**config.mk**
```make
export PLATFORM = sky130hd
export DESIGN_NAME = serial_add_sequencer_flat
export DESIGN_NICKNAME = d
export VERILOG_FILES = /design/src/rtl/serial_add_sequencer_if.sv /design/src/rtl/serial_add_sequencer.sv /design/src/flat_wrapper.sv
export SDC_FILE = /design/constraint.sdc
export NUM_CORES = 1
export LEC_CHECK = 0
export ABC_AREA = 1
export CORE_ASPECT_RATIO = 1.4
export CORE_MARGIN = 10
export CORE_UTILIZATION = 54
export DETAILED_ROUTE_END_ITERATION = 10
export PLACE_DENSITY = 0.83
export SYNTH_ARGS = -nofsm -noshare
export SYNTH_HDL_FRONTEND = slang
export SYNTH_SLANG_ARGS = --single-unit
```
**constraint.sdc**
```tcl
create_clock -name clk -period 3.23 [get_ports clk]
set_input_delay 0.646 -clock clk [delete_from_list [all_inputs] [get_ports clk]]
set_output_delay 0.646 -clock clk [all_outputs]
set_load 0.05 [all_outputs]
```
**src/rtl/serial_add_sequencer_if.sv**
```systemverilog
// serial_add_sequencer_if: operand/result handshakes plus the bit-serial link to the sum/carry mux stage
interface serial_add_sequencer_if #(parameter int WIDTH = 8);
  logic             in_valid;
  logic             in_ready;
  logic [WIDTH-1:0] op_a;
  logic [WIDTH-1:0] op_b;
  logic             cin;
  logic             a_o;
  logic             b_o;
  logic             c_o;
  logic             sel_o;
  logic             o1_i;
  logic             out_valid;
  logic             out_ready;
  logic [WIDTH-1:0] sum;
  logic             cout;
  logic             busy;
  modport slave (
    input  in_valid, op_a, op_b, cin, o1_i, out_ready,
    output in_ready, a_o, b_o, c_o, sel_o, out_valid, sum, cout, busy
  );
  modport master (
    output in_valid, op_a, op_b, cin, o1_i, out_ready,
    input  in_ready, a_o, b_o, c_o, sel_o, out_valid, sum, cout, busy
  );
endinterface

```
**src/rtl/serial_add_sequencer.sv**
```systemverilog
// serial_add_sequencer: LSB-first ripple add driven through an external sum/carry mux stage, two cycles per bit
module serial_add_sequencer #(
  parameter int WIDTH = 8
) (
  input logic                  clk,
  input logic                  rst_n,
  serial_add_sequencer_if.slave bus
);
  localparam int IW = WIDTH > 1 ? $clog2(WIDTH) : 1;
  localparam logic [IW-1:0] LAST = IW'(WIDTH - 1);
  typedef enum logic [1:0] {IDLE, SUM, CARRY, DONE} state_t;
  state_t           r_state;
  state_t           w_next;
  logic [WIDTH-1:0] r_sh_a;
  logic [WIDTH-1:0] r_sh_b;
  logic [WIDTH-1:0] r_sh_s;
  logic [WIDTH-1:0] r_sum;
  logic             r_carry;
  logic             r_cout;
  logic [IW-1:0]    r_idx;
  logic             w_active;
  always_ff @(posedge clk)
    r_state <= !rst_n ? IDLE : w_next;
  always_comb begin
    w_next        = r_state;
    w_active      = r_state == SUM || r_state == CARRY;
    bus.in_ready  = r_state == IDLE;
    bus.out_valid = r_state == DONE;
    bus.busy      = r_state != IDLE;
    bus.a_o       = w_active & r_sh_a[0];
    bus.b_o       = w_active & r_sh_b[0];
    bus.c_o       = w_active & r_carry;
    bus.sel_o     = r_state == CARRY;
    case (r_state)
      IDLE:    w_next = bus.in_valid ? SUM : IDLE;
      SUM:     w_next = CARRY;
      CARRY:   w_next = r_idx == LAST ? DONE : SUM;
      DONE:    w_next = bus.out_ready ? IDLE : DONE;
      default: w_next = IDLE;
    endcase
  end
  // sum bits enter at the MSB so the LSB-first stream lands in place after WIDTH shifts
  always_ff @(posedge clk) begin
    if (!rst_n) begin
      r_sh_a  <= '0;
      r_sh_b  <= '0;
      r_sh_s  <= '0;
      r_sum   <= '0;
      r_carry <= 1'b0;
      r_cout  <= 1'b0;
      r_idx   <= '0;
    end else begin
      case (r_state)
        IDLE: if (bus.in_valid) begin
          r_sh_a  <= bus.op_a;
          r_sh_b  <= bus.op_b;
          r_carry <= bus.cin;
          r_idx   <= '0;
        end
        SUM: r_sh_s <= WIDTH'({bus.o1_i, r_sh_s} >> 1);
        CARRY: begin
          r_carry <= bus.o1_i;
          r_sh_a  <= r_sh_a >> 1;
          r_sh_b  <= r_sh_b >> 1;
          r_idx   <= r_idx + 1'b1;
          if (r_idx == LAST) begin
            r_sum  <= r_sh_s;
            r_cout <= bus.o1_i;
          end
        end
        default: ;
      endcase
    end
  end
  assign bus.sum  = r_sum;
  assign bus.cout = r_cout;
endmodule

```
**src/flat_wrapper.sv**
```systemverilog
// flat-port wrapper written by rule: the top's interface ports become plain ports
module serial_add_sequencer_flat 
#(
  parameter int WIDTH = 8
)
  (clk, rst_n, bus_in_valid, bus_op_a, bus_op_b, bus_cin, bus_o1_i, bus_out_ready, bus_in_ready, bus_a_o, bus_b_o, bus_c_o, bus_sel_o, bus_out_valid, bus_sum, bus_cout, bus_busy);
  serial_add_sequencer_if #(.WIDTH(WIDTH)) bus_i ();
  input logic clk;
  input logic rst_n;
  input wire logic [$bits(bus_i.in_valid)-1:0] bus_in_valid;
  input wire logic [$bits(bus_i.op_a)-1:0] bus_op_a;
  input wire logic [$bits(bus_i.op_b)-1:0] bus_op_b;
  input wire logic [$bits(bus_i.cin)-1:0] bus_cin;
  input wire logic [$bits(bus_i.o1_i)-1:0] bus_o1_i;
  input wire logic [$bits(bus_i.out_ready)-1:0] bus_out_ready;
  output wire logic [$bits(bus_i.in_ready)-1:0] bus_in_ready;
  output wire logic [$bits(bus_i.a_o)-1:0] bus_a_o;
  output wire logic [$bits(bus_i.b_o)-1:0] bus_b_o;
  output wire logic [$bits(bus_i.c_o)-1:0] bus_c_o;
  output wire logic [$bits(bus_i.sel_o)-1:0] bus_sel_o;
  output wire logic [$bits(bus_i.out_valid)-1:0] bus_out_valid;
  output wire logic [$bits(bus_i.sum)-1:0] bus_sum;
  output wire logic [$bits(bus_i.cout)-1:0] bus_cout;
  output wire logic [$bits(bus_i.busy)-1:0] bus_busy;
  assign bus_i.in_valid = bus_in_valid;
  assign bus_i.op_a = bus_op_a;
  assign bus_i.op_b = bus_op_b;
  assign bus_i.cin = bus_cin;
  assign bus_i.o1_i = bus_o1_i;
  assign bus_i.out_ready = bus_out_ready;
  assign bus_in_ready = bus_i.in_ready;
  assign bus_a_o = bus_i.a_o;
  assign bus_b_o = bus_i.b_o;
  assign bus_c_o = bus_i.c_o;
  assign bus_sel_o = bus_i.sel_o;
  assign bus_out_valid = bus_i.out_valid;
  assign bus_sum = bus_i.sum;
  assign bus_cout = bus_i.cout;
  assign bus_busy = bus_i.busy;
  serial_add_sequencer #(.WIDTH(WIDTH)) u_core (.clk(clk), .rst_n(rst_n), .bus(bus_i));
endmodule
```
# == Yosys cells after proc, flatten, opt, wreduce, memory -nomap -nowiden ==
# Index checks and enable logic that the tools add are counted.
# W data, S select, Z words.
# classes
n_bitwise,3
n_addsub,1
muxes,12
n_eq_ne,5
n_reduce_logical,6
# ops
operator,count
$pmux W8 S2,2
$mux W8,2
$pmux W2 S4,1
$pmux W3 S2,1
$eq A2 B2 Y1 const B,2
$mux W2,2
$reduce_and A2 Y1,2
$reduce_bool A2 Y1,2
$add A3 B1 Y3 const B,1
$and A1 B1 Y1,3
$eq A3 B3 Y1 const B,1
$mux W3,1
$eq A2 B1 Y1 const B,1
$logic_not A2 Y1,1
$mux W1,2
$ne A2 B2 Y1 const B,1
$pmux W1 S2,1
$logic_or A1 B1 Y1,1
# word_totals
reg_bits,39
inputBits,22

# == Longest topological paths before layout ==
# Gate-level depths: netlist of run 1.
# logic_depth
depth_word,3
ltp_mapped,8
depth_no_buf,7

# == Worst setup path before layout of run 1 ==
# Ideal clock, no wire load.
# synth_path
kind,reg-to-output
startpoint,register u_core.r_state[1]
endpoint,output bus_busy
path_slack_ns,1.208
t_arrival_ns,1.376
n_path_buf,0
path_stages_with_launch,4
cell_sequence,dfxtp_1 -> inv_1 -> ha_1 -> inv_1
# synth_via
elab_chain_cells,1
# synth_lines
element,line,text
start: declaration,serial_add_sequencer.sv:12,state_t r_state;
start signal: assignment,serial_add_sequencer.sv:23,r_state <= !rst_n ? IDLE : w_next;
$reduce_bool A2 Y1,serial_add_sequencer.sv:29,bus.busy = r_state != IDLE;
end: declaration,flat_wrapper.sv:24,output wire logic [$bits(bus_i.busy)-1:0] bus_busy;
# Every way passes these cells.

# == Worst setup path after layout of run 1 ==
# layout_path
startpoint,register u_core.r_state[1]
endpoint,output bus_c_o
# layout_via
elab_chain_cells,3
elab_cells_between_ends,4
# layout_lines
element,line,text
$eq A2 B1 Y1 or $eq A2 B2 Y1 (tied branches),serial_add_sequencer.sv:26,w_active = r_state == SUM || r_state == CARRY;
$logic_or A1 B1 Y1 *,serial_add_sequencer.sv:26,
$and A1 B1 Y1 *,serial_add_sequencer.sv:32,bus.c_o = w_active & r_carry;
end: declaration,flat_wrapper.sv:19,output wire logic [$bits(bus_i.c_o)-1:0] bus_c_o;
# Every way passes the cells marked *; elsewhere a longest branch is shown, timed or not.

==> results of run 1 <==
-- placed cells by master (no fill, tap or decap), drive strengths merged --
| cell type | n |
|---|---|
| clkbuf | 6 |
| a21oi | 5 |
| inv | 30 |
| clkdlybuf4s50 | 37 |
| bufinv | 2 |
| ha | 6 |
| o21ai | 18 |
| nand2 | 72 |
| dfxtp | 39 |
| nand4 | 2 |
| nand3 | 20 |
| a21boi | 2 |
| buf | 3 |
| nor2 | 72 |
-- cell type report --
cell class / instances / area share
clock buffer: 6 / 0.0309
inverter: 30 / 0.0480
sequential: 39 / 0.333
clock inverter: 2 / 0.0256
timing repair buffer: 40 / 0.167
multi-input combinational: 197 / 0.374
tap: 40 / 0.0213
-- sequential cells by signal, indices dropped and copies added (netlist names) --
signal,count
u_core.r_idx,3
u_core.r_state,2
u_core.r_carry,1
u_core.bus.sum,8
u_core.bus.cout,1
u_core.r_sh_s,8
u_core.r_sh_b,8
u_core.r_sh_a,8
-- worst max path at each step --
stage                            from       end  slack, ns
floorplan           u_core.r_state[1]  bus_busy       1.21
global placement    u_core.r_state[1]   bus_c_o       0.90
detailed placement  u_core.r_state[1]   bus_c_o       0.88
CTS                 u_core.r_state[1]   bus_c_o       0.54
global route        u_core.r_state[1]   bus_c_o       0.44
finish              u_core.r_state[1]   bus_c_o       0.56
-- logic make-up after synthesis --
| kind of cell | share of synthesized area |
|---|---|
| AOI/OAI and AO/OA | 0.0702 |
| adders and majority gates | 0.0405 |
| buffers and inverters | 0.105 |
| DFF | 0.421 |
| and+or+nand+nor | 0.363 |
-- per-layer routing --
layer | share of wire | up-vias | routed length [um]
met5 | 0 | - | 0
met4 | 0.020 | 0 | 84
met3 | 0.052 | 9 | 224
met2 | 0.49 | 41 | 2090
met1 | 0.44 | 773 | 1900
li1 | - | 917 | -
-- through the flow --
| stage | instances | total power [mW] | setup slack (ns) | util |
|---|---|---|---|---|
| finish | 354 | 1.27 | 0.562 | 0.701 |
| detailed placement | 346 | 0.808 | 0.878 | 0.662 |
| global placement | 346 | 0.800 | 0.903 | 0.662 |
| CTS | 354 | 1.28 | 0.541 | 0.701 |
| global route | 354 | 1.33 | 0.444 | 0.701 |
| floorplan | 278 | 0.738 | 1.21 | - |
-- power by group --
group,internal [mW],total (mW),switching (mW)
clock,0.309,0.478,0.169
sequential,0.522,0.546,0.0233
combinational,0.0988,0.250,0.151
total,0.930,1.27,0.344
-- critical path, delay by kind of cell, from the launching register on --
family | cells | cell delay [ns]
adder cells (fa/ha/maj) | 1 | 0.33
buffers and inverters | 3 | 0.94
flip-flops | 1 | 0.39
AND/OR/NAND/NOR | 1 | 0.06
==> summary.md, run 1 <==
| Metric | Value |
|---|---|
| Post-Syn Area per Cell | `6.67 um2` |
| Hold Path Sink | `u_core.bus.sum[5]` |
| # Max-Cap Violations | `0` |
| Residual DRC | `0` |
| Type of origin of the critical path | `flip-flop` |
| Clock root buffer | `clkbuf_8` |
| Initial DRT Pass Iterations | `4` |
| Top Ports | `38` |
| Latest clock arrival within the worst-skew pair | `0.29 ns` |
| Min-Delay Path Depth | `2` |
| Post-Synthesis Cell Area | `1850 um2` |
| Met1 GRT Util | `0.154` |
| Required time of the critical path | `2.58 ns` |
| Filler cells | `294` |
| Worst R2R End | `u_core.r_sh_b[2]` |
| Static leakage | `1.13 nW` |
| Largest net degree at the start of global routing | `28` |
| WHS | `0.492 ns` |
| Crit. End Element | `primary output` |
| CTS Buf Count | `5` |
| Final #Nets | `341` |
| Status | `finished, final reports clean` |
| Vias in the first global route | `1,685` |
| H-tree Lvls | `2` |
| Total grt overflow | `0` |
| Final period util | `0.826` |
| Critical setup path kind | `reg2out` |
| Ys Warns | `0` |
| Most common cell in the netlist | `nor2_1` |
| PwrDens | `543 nW/um2` |
| Detail Route Antenna Nets | `0` |
| Post-synth top area share | `0.421` |
| Critical path arrival | `2.02 ns` |
| Max-slew violation count | `0` |
| Synth unique cells | `18` |
| Synth Flop Type | `dfxtp_1` |
| Rel. slew slack | `0.471` |
| Post-route minimum period | `2.67 ns` |
| Initial Utilization | `0.554` |
| Critical path's largest stage delay | `0.81 ns` |
| Multi-input gate area | `878 um2` |
| GRT Resource Usage Total | `0.141` |
| Slowest-stage cell, CP | `clkdlybuf4s50_1` |
| Finished Cell Area | `2350 um2` |
| Hold wc startpoint | `u_core.bus.sum[5]` |
| Post-placement cell area | `2210 um2` |
| Clock sink count | `39` |
| Chip Width | `69.5 um` |
| Clock transition at path regs | `0.08 ns` |
| Die height | `89.3 um` |
| Reg2reg setup slack | `1.32 ns` |
| Busiest grt layer | `met2` |
| RSZ-0062 raised after global routing | `no` |
| Initial antenna violation count | `0` |
| Clk buf depth | `2` |
| Number of setup buffers added after CTS | `0` |
| Register area | `781 um2` |
| Max FO, Critical Path | `5` |
| Max VDD drop | `0.383 mV` |
| Flops & latches, synth | `39` |
| HPWL after DPL | `3.05 mm` |
| Ys async rst share | `0` |
| GRT met3 Usage | `0.0389` |
| Final setup fails | `0` |
| Core Area | `3350 um2` |
| Met2 GRT Util | `0.247` |
| EDFF count, synth | `0` |
| Reg2reg start | `u_core.r_state[0]` |
| Worst path cell trace | `inv_1 -> ha_1 -> nand2_1 -> inv_1 -> clkdlybuf4s50_1` |
| Sequential-to-total area share from yosys stat | `0.421` |
| Die area | `6210 um2` |
| Cells on worst reg2reg path | `8` |
| F_max | `0.375 GHz` |
| Clock Skews | `0.0114 ns` |
| Post-route setup TNS | `0 ns` |
| # diodes | `0` |
| Vias | `1,740` |
| CTS tree | `built` |
| HP Class | `reg2reg` |
| Routed wire length | `4.30 mm` |
| Hold_buf cts | `0` |
| First-pass GRT wire length | `7.28 mm` |
| Avg Vias per Cell | `4.92` |
| Top cells by instance count after synthesis | `nor2_1, nand2_1, dfxtp_1, inv_1, nand3_1` |
| Layout area overhead | `26.7%` |
| Hold Fails Final Rpt | `0` |
| Mapped Nets | `306` |
| IO Port Bufs | `37` |
| FP Rows | `25` |
| Final GP Congestion | `0.801` |
| Share of layout cells above drive strength 1 | `0.0541` |
| Worst-margin pin slew | `0.792 ns` |
| Cell taking the most area after synthesis | `dfxtp_1` |
| DR WL/cell | `12.1 um` |
| Syn Inst Count | `278` |
| Initial DRC Count | `89` |
| Most common cell on crit path | `inv_1` |
| Top cells by area, synth | `dfxtp_1, nor2_1, nand2_1, inv_1, nand3_1` |
| Post-cts resize count | `0` |
Power figures use the tool's default switching activity.
==> run 2: changes to the inputs <==
--- a/config.mk
+++ b/config.mk
@@ -8,9 +8,9 @@
 export ABC_AREA = 1
 export CORE_ASPECT_RATIO = 1.4
 export CORE_MARGIN = 10
-export CORE_UTILIZATION = 54
+export CORE_UTILIZATION = 50
 export DETAILED_ROUTE_END_ITERATION = 10
-export PLACE_DENSITY = 0.83
+export PLACE_DENSITY = 0.78
 export SYNTH_ARGS = -nofsm -noshare
 export SYNTH_HDL_FRONTEND = slang
 export SYNTH_SLANG_ARGS = --single-unit
==> constraint.sdc (replaced) <==
create_clock -name clk -period 2.7 [get_ports clk]
set_input_delay 0.54 -clock clk [delete_from_list [all_inputs] [get_ports clk]]
set_output_delay 0.54 -clock clk [all_outputs]
set_load 0.05 [all_outputs]
==> summary.md, run 2 (same netlist as run 1, synthesis figures left out) <==
| Metric | Value |
|---|---|
| Status | `finished, final reports clean` |
| Clk buf depth | `2` |
| Net Switching | `0.407 mW` |
| PwrDens | `580 nW/um2` |
| Rel. slew slack | `0.657` |
| Final setup fails | `0` |
| Hold_buf cts | `0` |
| Die area | `6580 um2` |
| Final #Nets | `341` |
| Initial Utilization | `0.513` |
| Clock group share of total power | `0.284` |
| Clock sink count | `39` |
| F_max | `0.393 GHz` |
| Chip Width | `71.5 um` |
| Worst-margin pin slew | `0.513 ns` |
| Post-cts resize count | `0` |
| Met2 routed WL | `2.15 mm` |
| WHS | `0.485 ns` |
| Post-route setup TNS | `0 ns` |
| Clock transition at path regs | `0.07 ns` |
| Vias | `1,747` |
| Detail Route Antenna Nets | `0` |
| CTS Buf Count | `5` |
| Max VDD drop | `0.542 mV` |
| Routed wl met3 | `271 um` |
| Crit. End Element | `primary output` |
| Commonest non-fill, non-tap cell in the layout | `nor2_1` |
| Number of setup buffers added after CTS | `0` |
| Final period util | `0.943` |
| HP Class | `reg2reg` |
| Initial antenna violation count | `0` |
| Avg Vias per Cell | `4.91` |
| GRT Resource Usage Total | `0.137` |
| Share of layout cells above drive strength 1 | `0.0541` |
| Combinational power share | `0.225` |
| IO Port Bufs | `37` |
| Routed wire length | `4.36 mm` |
| RSZ-0062 raised after global routing | `no` |
| FP Rows | `26` |
| DR WL/cell | `12.3 um` |
| # Max-Cap Violations | `0` |
| Critical path arrival | `2.01 ns` |
| Die height | `92.0 um` |
| Initial DRC Count | `170` |
| Clock Skews | `0.00237 ns` |
| Max-slew violation count | `0` |
| Sequential Power Share | `0.491` |
| Final GP Congestion | `0.795` |
| Met1 WL | `1.89 mm` |
| Latest clock arrival within the worst-skew pair | `0.29 ns` |
| Total grt overflow | `0` |
| Hold Fails Final Rpt | `0` |
| Layout area overhead | `23.9%` |
| Worst path cell trace | `inv_1 -> ha_1 -> inv_1 -> clkdlybuf4s50_1` |
| Critical setup path kind | `reg2out` |
| Vias in the first global route | `1,770` |
| Switching Fraction | `0.306` |
| Critical path's largest stage delay | `0.83 ns` |
| WP buf/inv | `3` |
| Most common cell on crit path | `inv_1` |
| Static leakage | `1.11 nW` |
| First-pass GRT wire length | `7.58 mm` |
| Type of origin of the critical path | `flip-flop` |
| Highest Signal Layer | `met4` |
| Max FO, Critical Path | `6` |
| P_int | `0.925 mW` |
| Top Ports | `38` |
| Required time of the critical path | `2.16 ns` |
| Largest net degree at the start of global routing | `38` |
| Slowest-stage cell, CP | `clkdlybuf4s50_1` |
| Clock root buffer | `clkbuf_8` |
| Initial DRT Pass Iterations | `4` |
| Post-route minimum period | `2.55 ns` |
| Core Area | `3610 um2` |
| # diodes | `0` |
| Most frequent cells in the layout | `nor2_1, nand2_1, dfxtp_1, clkdlybuf4s50_1, inv_1` |
| Reg2reg setup slack | `0.98 ns` |
| Residual DRC | `0` |
| CTS tree | `built` |
| CP delay by family, top | `buffers and inverters` |
| H-tree Lvls | `2` |
| HPWL after DPL | `3.00 mm` |
[run 2: worst paths after layout]
check,start,endpoint,depth (start not counted)
setup / recovery,u_core.r_state[1],bus_busy,4
hold / removal,u_core.r_sh_a[7],u_core.r_sh_a[7],2
setup reg to reg,u_core.r_state[0],u_core.r_sh_b[5],7
hold reg to reg,u_core.r_sh_a[7],u_core.r_sh_a[7],2
[run 2: area by class of cell]
class / count / area, um2
clock buffers: 7 / 76.3
clock inverters: 1 / 5.00
fillers: 333 / 1320
inverters: 30 / 113
multi-input cells: 197 / 878
flip-flops and latches: 39 / 781
well taps: 42 / 52.6
repair buffers: 40 / 390
[run 2: power by group through the flow]
stage	Sequential, mW	Clock, mW	Combinational (mW)
after floorplan	0.659	0	0.223
after global placement	0.665	0	0.296
after CTS	0.654	0.382	0.303
after detailed placement	0.667	0	0.301
after global routing	0.660	0.405	0.344
final	0.654	0.378	0.300
[run 2: routing by layer]
metal / vias to the layer above / track usage
li1: 919 / -
met1: 781 / 0.146
met2: 41 / 0.235
met3: 6 / 0.0496
met4: 0 / 0.0550
met5: - / 0
[run 2: worst reg2reg max path: stages, from the launching register on]
cell     delay, ns
dfxtp_1       0.37
inv_1         0.08
ha_1          0.27
inv_2         0.27
nor2_1        0.12
nor2_4        0.34
nor2_1        0.10
nor2_1        0.11
[run 2: stage by stage]
| stage | worst slack [ns] | cells | util | power, mW | cell area, um2 |
|---|---|---|---|---|---|
| after floorplan | 0.742 | 278 | - | 0.883 | 1850 |
| after global placement | 0.485 | 348 | 0.613 | 0.961 | 2210 |
| after detailed placement | 0.457 | 348 | 0.613 | 0.968 | 2210 |
| after CTS | 0.141 | 356 | 0.636 | 1.34 | 2300 |
| after global routing | 0.0250 | 356 | 0.636 | 1.41 | 2300 |
| final | 0.154 | 356 | 0.636 | 1.33 | 2300 |
==> run 3: changes to the inputs <==
--- a/config.mk
+++ b/config.mk
@@ -10,6 +10,7 @@
 export CORE_MARGIN = 10
 export CORE_UTILIZATION = 50
 export DETAILED_ROUTE_END_ITERATION = 10
+export HOLD_SLACK_MARGIN = 0.12
 export PLACE_DENSITY = 0.78
 export SYNTH_ARGS = -nofsm -noshare
 export SYNTH_HDL_FRONTEND = slang
==> results of run 3 <==
The final DEF is identical to that of run 2; final timing and power are the same.
==> patch 1 (config.mk and constraints of run 3) <==
`WIDTH` is set to 8 in 3 places; all go to 4.
--- a/src/rtl/serial_add_sequencer_if.sv
+++ b/src/rtl/serial_add_sequencer_if.sv
@@ -1,4 +1,4 @@
 // serial_add_sequencer_if: operand/result handshakes plus the bit-serial link to the sum/carry mux stage
-interface serial_add_sequencer_if #(parameter int WIDTH = 8);
+interface serial_add_sequencer_if #(parameter int WIDTH = 4);
   logic             in_valid;
   logic             in_ready;
--- a/src/rtl/serial_add_sequencer.sv
+++ b/src/rtl/serial_add_sequencer.sv
@@ -1,5 +1,5 @@
 // serial_add_sequencer: LSB-first ripple add driven through an external sum/carry mux stage, two cycles per bit
 module serial_add_sequencer #(
-  parameter int WIDTH = 8
+  parameter int WIDTH = 4
 ) (
   input logic                  clk,
--- a/src/flat_wrapper.sv
+++ b/src/flat_wrapper.sv
@@ -2,5 +2,5 @@
 module serial_add_sequencer_flat 
 #(
-  parameter int WIDTH = 8
+  parameter int WIDTH = 4
 )
   (clk, rst_n, bus_in_valid, bus_op_a, bus_op_b, bus_cin, bus_o1_i, bus_out_ready, bus_in_ready, bus_a_o, bus_b_o, bus_c_o, bus_sel_o, bus_out_valid, bus_sum, bus_cout, bus_busy);
Interface: changed (resized bus_op_a, bus_op_b and bus_sum); port bits go from 38 to 26. The function was not compared with the original's and may differ.
==> patch 1 against run 3 <==
Worst setup slack worse by 0.039 ns. Maximum frequency shrank 1.5%. Routed wire length down 43%. Synthesized area is 39% lower. Cell area down 39%. Global-route usage down 2.7 points. Sequential cell count is 17 lower. Sequential share of layout area is 2.7 points lower. Total power is 38% lower.
==> patch 1: results (changes against run 3) <==
post-route-period-util_pct: 95.74  # +1.4 points
drive_gt1_share_pct: 8.696  # +3.3 points
fillers: 196  # -41%
synthesis.nets: 179  # -42%
grt_max_degree: 21  # -45%
grt_use_total_pct: 10.96  # -2.7 points
place_area_sq_um: 1354  # -39%
clk_pin_slew_ns: 0.12  # +0.05 ns
irDropWorstVdd_uv: 436.8  # -19%
crit_arrival_ns: 2.05  # +0.04 ns
routed_wirelength_microns: 2489  # -43%
worstHoldStart: "u_core.r_sh_b[3]$_SDFFE_PN0P_"
grt_pass1_wl_microns: 4146  # -45%
syn_avg_cell_area_sq_um: 7.022  # +5.4%
leakage_nw: 0.6993  # -37%
drc: 0  # unchanged
avgViaCountPerCell: 4.961  # +1.1%
synthXorXnorAreaFrac_pct: 0  # unchanged
insertion_delay_ns: 0.31  # +0.02 ns
slowest_delay_ns: 0.79  # -0.04 ns
synth.area.top_cells: "dfxtp_1 (39%), nor2_1 (13%), nand2_1 (12%)"
io_buffers: 25  # -32%
synth_top_cells_by_count: "nor2_1 (38), nand2_1 (36), dfxtp_1 (22), inv_1 (19), o21ai_0 (10)"
dp_hpwl_microns: 1931  # -36%
crit_fanout: 5  # -1
swShare_pct: 29.81  # -0.74 points
synthDistinctLibCells: 20  # +2
status: "finished clean"
r2r_cells: 8  # +1
cts_resized: 0  # unchanged
pre_cts_ws_ns: 0.4471  # -0.009695 ns
worstMarginPinSlew_ns: 0.6334  # +0.1206 ns
cts_buffers: 3  # -2
dpl.cell_count: 202  # -42%
drtIter0Drc: 25  # -85%
async_reset_ff_share_pct: 0  # unchanged
yosysWarningCount: 0  # unchanged
root_buffer: "clkbuf_4"
seq_area_frac_synth_pct: 39.20  # -2.9 points
synthAdderAreaFrac_pct: 5.568  # +1.5 points
routedWlPerCell_microns: 12.08  # -1.4%
synth_top_family_by_area: "simple AND/OR/NAND/NOR gates"
pwr_density_cell_nw_per_um2: 589.8  # +1.6%
grt_pass1_vias: 1012  # -43%
htreeDepth: 1  # -1
finalClockSkew_ns: 0.005796  # +0.003422 ns
place_congestion: 0.8085  # +1.7%
[patch 1: layer usage]
layer / part of all wire, % / up-vias / track usage, %
met4: 0.52 / 0 / 4.730
met1: 40 / 454 / 10.86
met5: 0 / - / 0
li1: - / 535 / -
met2: 51 / 31 / 19.32
met3: 7.7 / 2 / 3.667
[patch 1: area by class of cell]
| class | instances | area share [%] |
|---|---|---|
| Multi-Input combinational cell | 111 | 38.99 |
| Sequential cell | 22 | 31.26 |
| Timing Repair Buffer | 26 | 18.47 |
| Inverter | 21 | 5.595 |
| Clock inverter | 1 | 2.131 |
| Tap cell | 22 | 1.954 |
| Clock buffer | 3 | 1.599 |
[patch 1: path summary, 6_finish.rpt]
path | end | slack (ns)
worst min-delay path | u_core.r_sh_b[3]$_SDFFE_PN0P_ | 0.49
worst min register to register | u_core.r_sh_b[3]$_SDFFE_PN0P_ | 0.49
worst max register to register | u_core.r_sh_a[1]$_SDFFE_PN0P_ | 1.03
worst max-delay path | bus_c_o | 0.11
==> patch 2 (flow settings as in run 3) <==
Made on the original files. Encoding of `state_t`: now one-hot (4 bits for 4 states).
--- a/src/rtl/serial_add_sequencer.sv
+++ b/src/rtl/serial_add_sequencer.sv
@@ -9,5 +9,5 @@
   localparam int IW = WIDTH > 1 ? $clog2(WIDTH) : 1;
   localparam logic [IW-1:0] LAST = IW'(WIDTH - 1);
-  typedef enum logic [1:0] {IDLE, SUM, CARRY, DONE} state_t;
+  typedef enum logic [3:0] {IDLE = 4'b0001, SUM = 4'b0010, CARRY = 4'b0100, DONE = 4'b1000} state_t;
   state_t           r_state;
   state_t           w_next;
Function: no difference found for any inputs over 10 cycles, from zero or initial values and one cycle with rst_n low; not proved beyond that.
==> patch 2 against run 3 <==
Routed wire length up 1.8%. Core utilization up 0.56 points. Critical path depth unchanged. Largest cell class unchanged. Sequential power up 1%. Total power down 5.1%. Cell area up 4.5%. Sequential cell count up 2. Clock skew up 0.0017 ns. Worst setup slack better by 0.17 ns. Synthesized area up 6.2%.
==> patch 2: results (changes against run 3) <==
fillers: 363  # +9.0%
dp_hpwl_microns: 3161  # +5.3%
antenna_found_initial: 0  # unchanged
synth_top_cells_by_count: "nand2_1 (70), nor2_1 (59), nand3_1 (43), dfxtp_1 (41), inv_1 (25)"
synth.area.top_cells: "dfxtp_1 (42%), nand2_1 (13%), nor2_1 (11%)"
drive_gt1_share_pct: 8.232  # +2.8 points
r2r_cells: 7  # unchanged
r2r-start: "u_core.r_state[2]$_SDFF_PN0_"
grt_use_total_pct: 13.52  # -0.14 points
cpMaxStageDelayCell: "clkdlybuf4s50_1"
io_buffers: 37  # unchanged
synthesis.nets: 317  # +3.6%
finalClockSkew_ns: 0.004095  # +0.001720 ns
yosysWarningCount: 0  # unchanged
place_congestion: 0.7899  # -0.68%
routed_wirelength_microns: 4443  # +1.8%
post_cts_buffers: 0  # unchanged
seq_area_frac_synth_pct: 41.70  # -0.43 points
num_vias: 1876  # +7.4%
crit_family: "buffers and inverters"
drtIter0Drc: 126  # -26%
root_buffer: "clkbuf_8"
synthDistinctLibCells: 21  # +3
slowest_delay_ns: 0.84
grt_pass1_vias: 1735  # -2.0%
grt_pass1_wl_microns: 7728  # +1.9%
crit_arrival_ns: 1.84  # -0.17 ns
irDropWorstVdd_uv: 437.2  # -19%
leakage_nw: 1.104  # -0.37%
r2r_end: "u_core.r_sh_a[2]$_SDFFE_PN0P_"
min_to: "u_core.bus.sum[7]$_SDFFE_PN0P_"
crit_fanout: 4  # -2
layout.nets: 351  # +2.9%
status: "finished clean"
worstHoldStart: "u_core.bus.sum[7]$_SDFFE_PN0P_"
worstMarginPinSlew_ns: 0.5173  # +0.004531 ns
grt_max_degree: 38  # unchanged
[patch 2: cell count changes after synthesis, sizes merged, moves of 2 or more]
cell	run 3	this run
a21oi	5	13
nor2	72	65
o21ai	18	10
inv	30	28
dfxtp	39	41
ha	6	2
a21boi	2	0
nand3	20	44
[patch 2: through the flow]
| step | total power, mW | instances | setup WS, ns | cell area, sq um | hold WS [ns] |
|---|---|---|---|---|---|
| 2_1_floorplan | 0.8309 | 293 | 0.4086 | 1968 | 0.4289 |
| 3_3_place_gp | 0.8972 | 362 | 0.6300 | 2317 | 0.4482 |
| 3_5_place_dp | 0.9020 | 362 | 0.6271 | 2317 | 0.4538 |
| 4_1_cts | 1.277 | 370 | 0.3056 | 2400 | 0.4674 |
| 5_1_grt | 1.338 | 370 | 0.2013 | 2400 | 0.4830 |
| 6_report | 1.265 | 370 | 0.3204 | 2400 | 0.4639 |
[patch 2: routing by layer]
metal / part of all wire [%] / GRT usage, %
met1: 43 / 14.81
met2: 47 / 22.63
met3: 8.4 / 5.608
met4: 1.6 / 4.603
met5: 0 / 0
[patch 2: how the worst max path moves through the flow]
stage | cells past startpoint | from | endpoint | slack, ns
after CTS | 4 | u_core.r_state[1]$_SDFF_PN0_ | bus_in_ready | 0.31
after global routing | 4 | u_core.r_state[1]$_SDFF_PN0_ | bus_out_valid | 0.20
after global placement | 4 | u_core.r_state[1]$_SDFF_PN0_ | bus_in_ready | 0.63
after floorplan | 6 | u_core.r_state[1]$_SDFF_PN0_ | bus_a_o | 0.41
after detailed placement | 4 | u_core.r_state[1]$_SDFF_PN0_ | bus_in_ready | 0.63
final | 4 | u_core.r_state[1]$_SDFF_PN0_ | bus_in_ready | 0.32
[patch 2: cells by family (layout without fill, tap and decap cells)]
| logic type | after synthesis | count (layout) | share of synthesized area [%] |
|---|---|---|---|
| simple gates | 185 | 185 | 40.94 |
| buf+inv | 42 | 77 | 10.23 |
| flops | 41 | 41 | 41.70 |
| compound gates | 23 | 23 | 5.849 |
| fa+ha+maj | 2 | 2 | 1.271 |
[patch 2: where the power goes]
part,internal [mW],switching (mW)
sequential,0.641,0.0209
combinational,0.0907,0.134
clock,0.179,0.199
[patch 2: cell type report]
class | count | area [sq um] | share of cell area, %
Clock inverter | 2 | 10.01 | 0.4171
Timing Repair Buffer | 41 | 392.9 | 16.37
Inverter | 28 | 105.1 | 4.380
Tap cell | 42 | 52.55 | 2.190
Clock buffer | 6 | 72.57 | 3.024
Sequential cell | 41 | 820.8 | 34.20
Multi-Input combinational cell | 210 | 945.9 | 39.42
[patch 2: worst reg2reg max path, stage by stage (launching register included)]
cell and delay, ns:
dfxtp_1 0.38, inv_2 0.08, nor2_4 0.35, nand2_4 0.33
nand2_2 0.19, inv_2 0.13, nor2_1 0.12, nor2_1 0.04
